===== config.mk =====
export PLATFORM = sky130hd
export DESIGN_NAME = video_timing_gen
export DESIGN_NICKNAME = d
export VERILOG_FILES = /design/src/rtl/video_timing_pkg.sv /design/src/rtl/video_timing_gen_axis_cnt.sv /design/src/rtl/video_timing_gen.sv
export SDC_FILE = /design/constraint.sdc
export NUM_CORES = 1
export LEC_CHECK = 0
export CAP_MARGIN = 10
export CORE_MARGIN = 1
export CORE_UTILIZATION = 50
export DETAILED_ROUTE_END_ITERATION = 7
export PLACE_DENSITY = 0.76
export SLEW_MARGIN = 20
export SYNTH_ARGS = -nofsm -noshare
export SYNTH_HDL_FRONTEND = slang
export SYNTH_SLANG_ARGS = --single-unit

===== constraint.sdc =====
create_clock -name clk -period 11.65 [get_ports clk]
set_clock_uncertainty 0.05 [all_clocks]
set_input_delay 2.33 -clock clk [delete_from_list [all_inputs] [get_ports clk]]
set_output_delay 2.33 -clock clk [all_outputs]
set_load 0.02 [all_outputs]

===== src/rtl/video_timing_pkg.sv =====
// rtl/video_timing_pkg.sv - timing configuration type, defaults and legality check
package video_timing_pkg;

  localparam int VT_CNT_W = 12;

  typedef struct packed {
    logic [VT_CNT_W-1:0] h_active;
    logic [VT_CNT_W-1:0] h_fp;
    logic [VT_CNT_W-1:0] h_sync;
    logic [VT_CNT_W-1:0] h_bp;
    logic [VT_CNT_W-1:0] v_active;
    logic [VT_CNT_W-1:0] v_fp;
    logic [VT_CNT_W-1:0] v_sync;
    logic [VT_CNT_W-1:0] v_bp;
    logic                hs_pol;
    logic                vs_pol;
  } timing_cfg_t;

  localparam timing_cfg_t DEF_CFG = '{
    h_active: 12'd640, h_fp: 12'd16, h_sync: 12'd96, h_bp: 12'd48,
    v_active: 12'd480, v_fp: 12'd10, v_sync: 12'd2,  v_bp: 12'd29,
    hs_pol: 1'b0, vs_pol: 1'b0
  };

  localparam logic [VT_CNT_W+1:0] MAX_TOTAL = (VT_CNT_W+2)'(1) << VT_CNT_W;

  function automatic logic [VT_CNT_W+1:0] axis_total(input logic [VT_CNT_W-1:0] a, f, s, b);
    return {2'b00, a} + {2'b00, f} + {2'b00, s} + {2'b00, b};
  endfunction

  // A total of exactly 2^CNT_W still fits: the counter tops out at all-ones.
  function automatic logic cfg_legal(input timing_cfg_t c);
    logic nonzero;
    nonzero = (c.h_active != '0) && (c.h_fp != '0) && (c.h_sync != '0) && (c.h_bp != '0) &&
              (c.v_active != '0) && (c.v_fp != '0) && (c.v_sync != '0) && (c.v_bp != '0);
    return nonzero &&
           (axis_total(c.h_active, c.h_fp, c.h_sync, c.h_bp) <= MAX_TOTAL) &&
           (axis_total(c.v_active, c.v_fp, c.v_sync, c.v_bp) <= MAX_TOTAL);
  endfunction

endpackage


===== src/rtl/video_timing_gen_axis_cnt.sv =====
// rtl/video_timing_gen_axis_cnt.sv - one timing axis: wrapping counter plus window decode
module timing_axis_cnt #(
  parameter int W = 12
) (
  input  logic         clk,
  input  logic         rst,
  input  logic         step,
  input  logic [W-1:0] active,
  input  logic [W-1:0] fp,
  input  logic [W-1:0] sync,
  input  logic [W-1:0] bp,
  output logic [W-1:0] cnt,
  output logic         wrap,
  output logic         act,
  output logic         sync_win
);

  logic [W+1:0] c_ext;
  logic [W+1:0] sync_start;
  logic [W+1:0] sync_end;
  logic [W+1:0] total;

  assign c_ext      = {2'b00, cnt};
  assign sync_start = {2'b00, active} + {2'b00, fp};
  assign sync_end   = sync_start + {2'b00, sync};
  assign total      = sync_end + {2'b00, bp};

  // wrap marks the last count of the period, independent of step
  assign wrap     = (c_ext == total - (W+2)'(1));
  assign act      = (c_ext < {2'b00, active});
  assign sync_win = (c_ext >= sync_start) && (c_ext < sync_end);

  always_ff @(posedge clk or posedge rst) begin
    if (rst) begin
      cnt <= '0;
    end else if (step) begin
      cnt <= wrap ? '0 : cnt + W'(1);
    end
  end

endmodule


===== src/rtl/video_timing_gen.sv =====
// rtl/video_timing_gen.sv - runtime-reconfigurable video timing generator
module video_timing_gen
  import video_timing_pkg::*;
#(
  parameter int   CNT_W        = 12,
  parameter int   DEF_H_ACTIVE = 640,
  parameter int   DEF_H_FP     = 16,
  parameter int   DEF_H_SYNC   = 96,
  parameter int   DEF_H_BP     = 48,
  parameter int   DEF_V_ACTIVE = 480,
  parameter int   DEF_V_FP     = 10,
  parameter int   DEF_V_SYNC   = 2,
  parameter int   DEF_V_BP     = 29,
  parameter logic DEF_HS_POL   = 1'b0,
  parameter logic DEF_VS_POL   = 1'b0
) (
  input  logic             clk,
  input  logic             rst,
  input  logic             i_en,
  input  logic             i_cfg_valid,
  output logic             o_cfg_ready,
  input  timing_cfg_t      i_cfg,
  output logic             o_cfg_err,
  output logic             o_pix_valid,
  output logic [CNT_W-1:0] o_col,
  output logic [CNT_W-1:0] o_row,
  output logic             o_hsync,
  output logic             o_vsync,
  output logic             o_sol,
  output logic             o_sof,
  output logic             o_eof
);

  localparam timing_cfg_t RST_CFG = '{
    h_active: VT_CNT_W'(DEF_H_ACTIVE), h_fp: VT_CNT_W'(DEF_H_FP),
    h_sync:   VT_CNT_W'(DEF_H_SYNC),   h_bp: VT_CNT_W'(DEF_H_BP),
    v_active: VT_CNT_W'(DEF_V_ACTIVE), v_fp: VT_CNT_W'(DEF_V_FP),
    v_sync:   VT_CNT_W'(DEF_V_SYNC),   v_bp: VT_CNT_W'(DEF_V_BP),
    hs_pol: DEF_HS_POL, vs_pol: DEF_VS_POL
  };

  timing_cfg_t      cfg_act;
  timing_cfg_t      cfg_pend;
  logic             pend;
  logic [CNT_W-1:0] hcnt;
  logic [CNT_W-1:0] vcnt;
  logic             h_wrap, h_act, h_sw;
  logic             v_wrap, v_act, v_sw;
  logic             frame_end;
  logic             xfer;
  logic             apply;

  timing_axis_cnt #(.W(CNT_W)) u_h (
    .clk(clk), .rst(rst), .step(i_en),
    .active(cfg_act.h_active), .fp(cfg_act.h_fp), .sync(cfg_act.h_sync), .bp(cfg_act.h_bp),
    .cnt(hcnt), .wrap(h_wrap), .act(h_act), .sync_win(h_sw)
  );

  timing_axis_cnt #(.W(CNT_W)) u_v (
    .clk(clk), .rst(rst), .step(i_en && h_wrap),
    .active(cfg_act.v_active), .fp(cfg_act.v_fp), .sync(cfg_act.v_sync), .bp(cfg_act.v_bp),
    .cnt(vcnt), .wrap(v_wrap), .act(v_act), .sync_win(v_sw)
  );

  assign frame_end   = h_wrap && v_wrap;
  assign o_cfg_ready = !pend;
  assign xfer        = i_cfg_valid && !pend;
  // apply needs pend already set, so it can never coincide with a transfer
  assign apply       = i_en && frame_end && pend;

  always_ff @(posedge clk or posedge rst) begin
    if (rst) begin
      cfg_act   <= RST_CFG;
      cfg_pend  <= RST_CFG;
      pend      <= 1'b0;
      o_cfg_err <= 1'b0;
    end else begin
      o_cfg_err <= xfer && !cfg_legal(i_cfg);
      if (apply) begin
        cfg_act <= cfg_pend;
        pend    <= 1'b0;
      end else if (xfer && cfg_legal(i_cfg)) begin
        cfg_pend <= i_cfg;
        pend     <= 1'b1;
      end
    end
  end

  always_ff @(posedge clk or posedge rst) begin
    if (rst) begin
      o_col       <= '0;
      o_row       <= '0;
      o_pix_valid <= 1'b0;
      o_hsync     <= ~DEF_HS_POL;
      o_vsync     <= ~DEF_VS_POL;
      o_sol       <= 1'b0;
      o_sof       <= 1'b0;
      o_eof       <= 1'b0;
    end else if (i_en) begin
      o_col       <= hcnt;
      o_row       <= vcnt;
      o_pix_valid <= h_act && v_act;
      o_hsync     <= h_sw ? cfg_act.hs_pol : ~cfg_act.hs_pol;
      o_vsync     <= v_sw ? cfg_act.vs_pol : ~cfg_act.vs_pol;
      o_sol       <= (hcnt == '0);
      o_sof       <= (hcnt == '0) && (vcnt == '0);
      o_eof       <= frame_end;
    end
  end

endmodule


==> impl_metrics.toml, run 1 <==
[power]
power_switching_uw = 716
p_leak_nw = 9.61
ir_drop_uv = 102
power.share.clock_pct = 36.4
combPwrFrac_pct = 24.4
finalPower_mw = 2.41
switching_share_pct = 29.7
power_density_nw_per_um2 = 119
pwr-share-seq_pct = 39.1
intPower_mw = 1.70

[clock_tree]
cts-hold-fix-buffers = 0
post_cts_buffers = 0
h-tree-depth = 1
cts_buffers = 27
cts.repair.resized = 0
cts_tree = "built"
path_clk_slew_ns = 0.06
root_buffer = "clkbuf_16"
cts_max_path_buffers = 3
clock_latency_ns = 0.53
cts_sinks = 252

[flow_run]
maxCapViolations = 0

[timing]
fmax_mhz = 122
final.min_clock_period_ns = 8.19
hold_viol_final = 0
finalSetupViolCount = 0
rsz0062_at_grt = "no"
drv_slew = 0
worst_pin_slew_ns = 0.937
fin_setup_tns_ns = 0
timing.final.crit_share_pct = 70.3
slew_headroom_pct = 37.5

[detailed_routing]
first_iter_violations = 675
wirelength_mm = 41.2
viasPerCell = 5.70
avgRoutedWirePerCell_microns = 18.7
vias = 12600
drc = 0
first_pass_iters = 5
postRouteAntennaNets = 0

[setup_path]
cpMostUsedCell = "ha_1"
max_stage_delay_ns = 0.79
required_ns = 12.01
start_kind = "flip-flop"
slowest_stage = "buf_4"
crit_path_end_kind = "flip-flop"
worstPathMaxFanout = 70
worst_ep_arrival_time_ns = 8.55
crit_type = "flip-flop to flip-flop"

[global_route]
grt_pass1_wl_mm = 67.7
grt_max_degree = 108
antenna_found_initial = 0
grt_usage_pct = 23.6
grt-ovfl-total = 0
grt_pass1_vias = 12600

[synthesis]
yosysSeqAreaShare_pct = 36.2
synth.avg_cell_area_sq_um = 10.9
ys_seq_elements = 252
yosys_warnings = 0
synth_edf_count = 0
syn_area_sq_um = 17600
synthArstFlopShare_pct = 100
synth_fp_nets = 1955
ys_dominant_reg_cell = "dfrtp_1"
synth_largest_area_cell = "dfrtp_1"
synth_top_area_share_pct = 30.5
synth_area_leaders = "dfrtp_1 (30%), mux2_2 (14%), ha_1 (14%)"
ys_types = 66
synthCells = 1607

[layout]
layout.cells.non_filler = 2208
antennaDiodeCount = 0
finalInstanceArea_sq_um = 20200
nNetsFinal = 2081
drive_above_1_share_pct = 18.0
syn2layout_area_growth_pct = 15.1
fin_util_pct = 58.5

[placement]
io_buffers = 133
dp.cells = 2159
routabilityCongestion = 0.855
dp_hpwl_mm = 32.1
placed_area_sq_um = 19300

[die]
core_sq_um = 34500
initial_utilization_pct = 50.9
die_x_microns = 189
die_area_sq_um = 35900
ios = 134
rows = 68
die_height_microns = 189

[run_status]
status = "finished, final reports clean"

[worst_hold_path]
hold_path.class = "flip-flop to flip-flop"
Yosys cell counts (all sizes together), types with 12 or more instances:
| cell | n |
|---|---|
| xnor2 | 60 |
| a31oi | 12 |
| nor4 | 36 |
| nand2b | 22 |
| nor3 | 20 |
| nor2b | 16 |
| buf | 23 |
| a21oi | 69 |
| nand4 | 12 |
| nor2 | 60 |
| nand3 | 36 |
| dfrtp | 214 |
| and3 | 17 |
| o21bai | 13 |
| xor2 | 46 |
| ha | 192 |
| clkbuf | 19 |
| inv | 147 |
| a21o | 27 |
| mux2 | 224 |
| fa | 54 |
| o21a | 17 |
| o21ai | 68 |
| dfstp | 38 |
| nand2 | 48 |
path summary, 6_finish.rpt:
check                           depth (start not counted)               startpoint  slack [ns]                       end
worst min register to register                          1   cfg_act[9]$_DFFE_PP0P_        0.44    cfg_act[9]$_DFFE_PP0P_
worst min-delay path                                    1   cfg_act[9]$_DFFE_PP0P_        0.44    cfg_act[9]$_DFFE_PP0P_
worst max-delay path                                   25  cfg_act[75]$_DFFE_PP0P_        3.46   cfg_act[89]$_DFFE_PP0P_
worst max register to register                         25  cfg_act[75]$_DFFE_PP0P_        3.46   cfg_act[89]$_DFFE_PP0P_
min in group asynchronous                               2                      rst        2.28  cfg_pend[90]$_DFFE_PP0P_
max in group asynchronous                               3                      rst        7.88      o_row[1]$_DFFE_PP0P_
per-stage QoR:
stage / hold WS (ns) / worst slack, ns
after floorplan: 0.408 / 2.40
after global placement: 0.423 / 3.64
after detailed placement: 0.426 / 3.49
after CTS: 0.443 / 3.45
after global routing: 0.458 / 2.90
final: 0.439 / 3.46
critical path, delay by kind of cell (launching register included):
kind / cells / cell delay, ns
buf+inv: 2 / 0.85
simple gates: 7 / 2.32
mux: 1 / 0.43
compound gates: 8 / 2.19
fa+ha+maj: 4 / 1.17
xor+xnor: 3 / 0.63
flops: 1 / 0.40
final cells by class:
type                            count  area, sq um
Sequential cell                   252         6350
Timing Repair Buffer              139         1370
Inverter                          147          559
Tap cell                          455          569
Fill cell                        2882        14300
Clock inverter                     11          155
Clock buffer                       38          767
Multi-Input combinational cell   1166        10400
placed cells by master (no fill, tap or decap), types with 38 or more instances in the layout:
cell / n
fa_1: 54
mux2_2: 215
a21oi_1: 69
nor2_1: 60
nand2_1: 48
dfrtp_1: 214
clkdlybuf4s50_1: 132
o21ai_0: 66
xor2_1: 46
inv_1: 146
dfstp_2: 38
xnor2_1: 60
ha_1: 192
power groups by stage:
stage | Combinational, mW | Clock (mW) | Sequential, mW
floorplan | 0.395 | 0 | 0.952
global placement | 0.576 | 0 | 0.957
detailed placement | 0.588 | 0 | 0.959
CTS | 0.592 | 0.893 | 0.944
global route | 0.664 | 0.932 | 0.948
finish | 0.590 | 0.880 | 0.945
logic make-up (layout without fill, tap and decap cells):
| family | Yosys count | after routing | share of synthesized area (%) |
|---|---|---|---|
| buffers and inverters | 189 | 335 | 4.44 |
| adder cells (fa/ha/maj) | 248 | 248 | 19.9 |
| XOR/XNOR | 106 | 106 | 5.28 |
| multiplexers | 230 | 230 | 14.7 |
| AND/OR/NAND/NOR | 301 | 301 | 9.08 |
| flip-flops | 252 | 252 | 36.2 |
| AO/OA/AOI/OAI | 281 | 281 | 10.4 |
flip-flops by register name (all words and copies together) (netlist names), 12 cells and up:
name / cells
cfg_pend: 98
u_h.cnt: 12
o_col: 12
u_v.cnt: 12
cfg_act: 98
o_row: 12
layer usage:
layer | part of all wire [%] | vias up | track usage (%)
li1 | - | 6024 | -
met1 | 48 | 6279 | 34.7
met2 | 46 | 240 | 37.9
met3 | 3.9 | 38 | 2.58
met4 | 1.5 | 0 | 4.28
met5 | 0 | - | 0
Note: power is estimated with default switching activity, not from simulation.
==> run 2: changes to the inputs <==
clock period = 7.55 ns   (was 11.65 ns; I/O delays follow)
==> impl_metrics.toml, run 2 (synthesized netlist as in run 1, its figures left out) <==
[run_status]
status = "finished, final reports clean"

[setup_path]
start_kind = "flip-flop"
worst_ep_arrival_time_ns = 7.47
crit_path_end_kind = "flip-flop"
worstPathMaxFanout = 48
startpoint = "cfg_act[75]$_DFFE_PP0P_"
max_stage_delay_ns = 0.51
slowest_stage = "or4b_4"
cpMostUsedCell = "ha_1"
worst_path_dominant_cell_family = "compound AO/OA/AOI/OAI gates"
cp_num_buf_inv = 2
crit_type = "flip-flop to flip-flop"
required_ns = 7.92
r2r_start = "cfg_act[75]$_DFFE_PP0P_"

[timing]
fin_setup_tns_ns = 0
drv_slew = 0
final.min_clock_period_ns = 7.11
timing.final.crit_share_pct = 94.1
worst_pin_slew_ns = 0.945
fmax_mhz = 141
hold_viol_final = 0
slew_headroom_pct = 37.0
rsz0062_at_grt = "no"
whs_ns = 0.437
finalWorstSetupSlack_ns = 0.444
finalSetupViolCount = 0

[die]
rows = 68
die_area_sq_um = 35900
initial_utilization_pct = 50.9
die_x_microns = 189
core_sq_um = 34500
die_height_microns = 189
ios = 134

[layout]
drive_above_1_share_pct = 18.3
final_common_cell = "mux2_2"
antennaDiodeCount = 0
syn2layout_area_growth_pct = 15.3
fillers = 2907
final_cell_mix = "mux2_2 (215), dfrtp_1 (214), ha_1 (192), inv_1 (146), clkdlybuf4s50_1 (132)"
reg_top3 = "cfg_act: 98 flops, cfg_pend: 98 flops"
nNetsFinal = 2083
layout.cells.non_filler = 2210

[clock_tree]
cts_max_path_buffers = 3
root_buffer = "clkbuf_16"
post_cts_buffers = 0
cts_buffers = 26
path_clk_slew_ns = 0.07
clock_latency_ns = 0.54
cts_sinks = 252
cts_tree = "built"
cts.repair.resized = 0
cts-hold-fix-buffers = 0
h-tree-depth = 1

[global_route]
grt_pass1_vias = 13100
grt_usage_pct = 24.2
grt_pass1_wl_mm = 69.2
grt-ovfl-total = 0
antenna_found_initial = 0
grt_max_degree = 165

[placement]
dp_hpwl_mm = 32.7
routabilityCongestion = 0.865
dp.cells = 2162
io_buffers = 133
dpl_worst_slack_ns = 0.489

[worst_hold_path]
hold_path.class = "flip-flop to flip-flop"
min-delay-start = "cfg_act[9]$_DFFE_PP0P_"

[detailed_routing]
postRouteAntennaNets = 0
vias = 12800
viasPerCell = 5.77
drc = 0
first_iter_violations = 788
avgRoutedWirePerCell_microns = 19.1
first_pass_iters = 4
wirelength_mm = 42.1

[flow_run]
maxCapViolations = 0

[power]
power_density_nw_per_um2 = 183
p_leak_nw = 9.64
ir_drop_uv = 165
-- run 2: path summary, 6_finish.rpt --
path / slack [ns] / endpoint / depth (start not counted)
max: 0.44 / cfg_act[40]$_DFFE_PP0P_ / 25
min: 0.44 / cfg_act[9]$_DFFE_PP0P_ / 1
max reg2reg: 0.44 / cfg_act[40]$_DFFE_PP0P_ / 25
min reg2reg: 0.44 / cfg_act[9]$_DFFE_PP0P_ / 1
max in group asynchronous: 4.90 / u_h.cnt[7]$_DFFE_PP0P_ / 3
min in group asynchronous: 1.30 / cfg_pend[40]$_DFFE_PP0P_ / 2
-- run 2: report_power, final --
| group | leakage [nW] | internal [mW] | switching (mW) |
|---|---|---|---|
| Sequential | 3.35 | 1.39 | 0.0672 |
| Clock | 0.441 | 0.784 | 0.548 |
| Combinational | 5.85 | 0.419 | 0.498 |
-- run 2: metal layers --
| metal | track usage (%) | up-vias | wire [microns] |
|---|---|---|---|
| met1 | 34.9 | 6381 | 20300 |
| li1 | - | 6044 | - |
| met3 | 2.47 | 60 | 1570 |
| met5 | 0 | - | 0 |
| met2 | 38.9 | 268 | 19300 |
| met4 | 5.74 | 0 | 892 |
-- run 2: area by class of cell --
type | count | area (sq um) | area share (%)
Timing Repair Buffer | 142 | 1440 | 7.10
Clock inverter | 12 | 126 | 0.624
Tap cell | 455 | 569 | 2.81
Inverter | 147 | 556 | 2.74
Sequential cell | 252 | 6350 | 31.3
Multi-Input combinational cell | 1166 | 10500 | 51.6
Clock buffer | 36 | 769 | 3.80
-- run 2: worst register-to-register path, cell delays in order, from the launching register on --
cell       delay [ns]
dfrtp_1          0.40
ha_1             0.30
a21o_1           0.18
a21oi_1          0.26
o21bai_1         0.15
a211o_1          0.32
a31oi_1          0.25
xnor2_1          0.19
ha_1             0.33
and3_1           0.20
a211oi_1         0.35
nor2b_1          0.09
o31ai_1          0.32
xor2_1           0.25
ha_1             0.27
inv_1            0.07
ha_1             0.26
xor2_1           0.18
and2_1           0.20
a2111oi_2        0.41
nand3_1          0.12
or4b_4           0.51
nor3b_4          0.20
and3_4           0.40
buf_12           0.29
mux2_2           0.43
-- run 2: stage by stage --
stage	power, mW	area, sq um	util [%]
floorplan	2.08	17600	-
CTS	3.73	20300	58.6
global placement	2.36	19400	56.0
finish	3.70	20300	58.7
global route	3.90	20300	58.7
detailed placement	2.39	19400	56.0
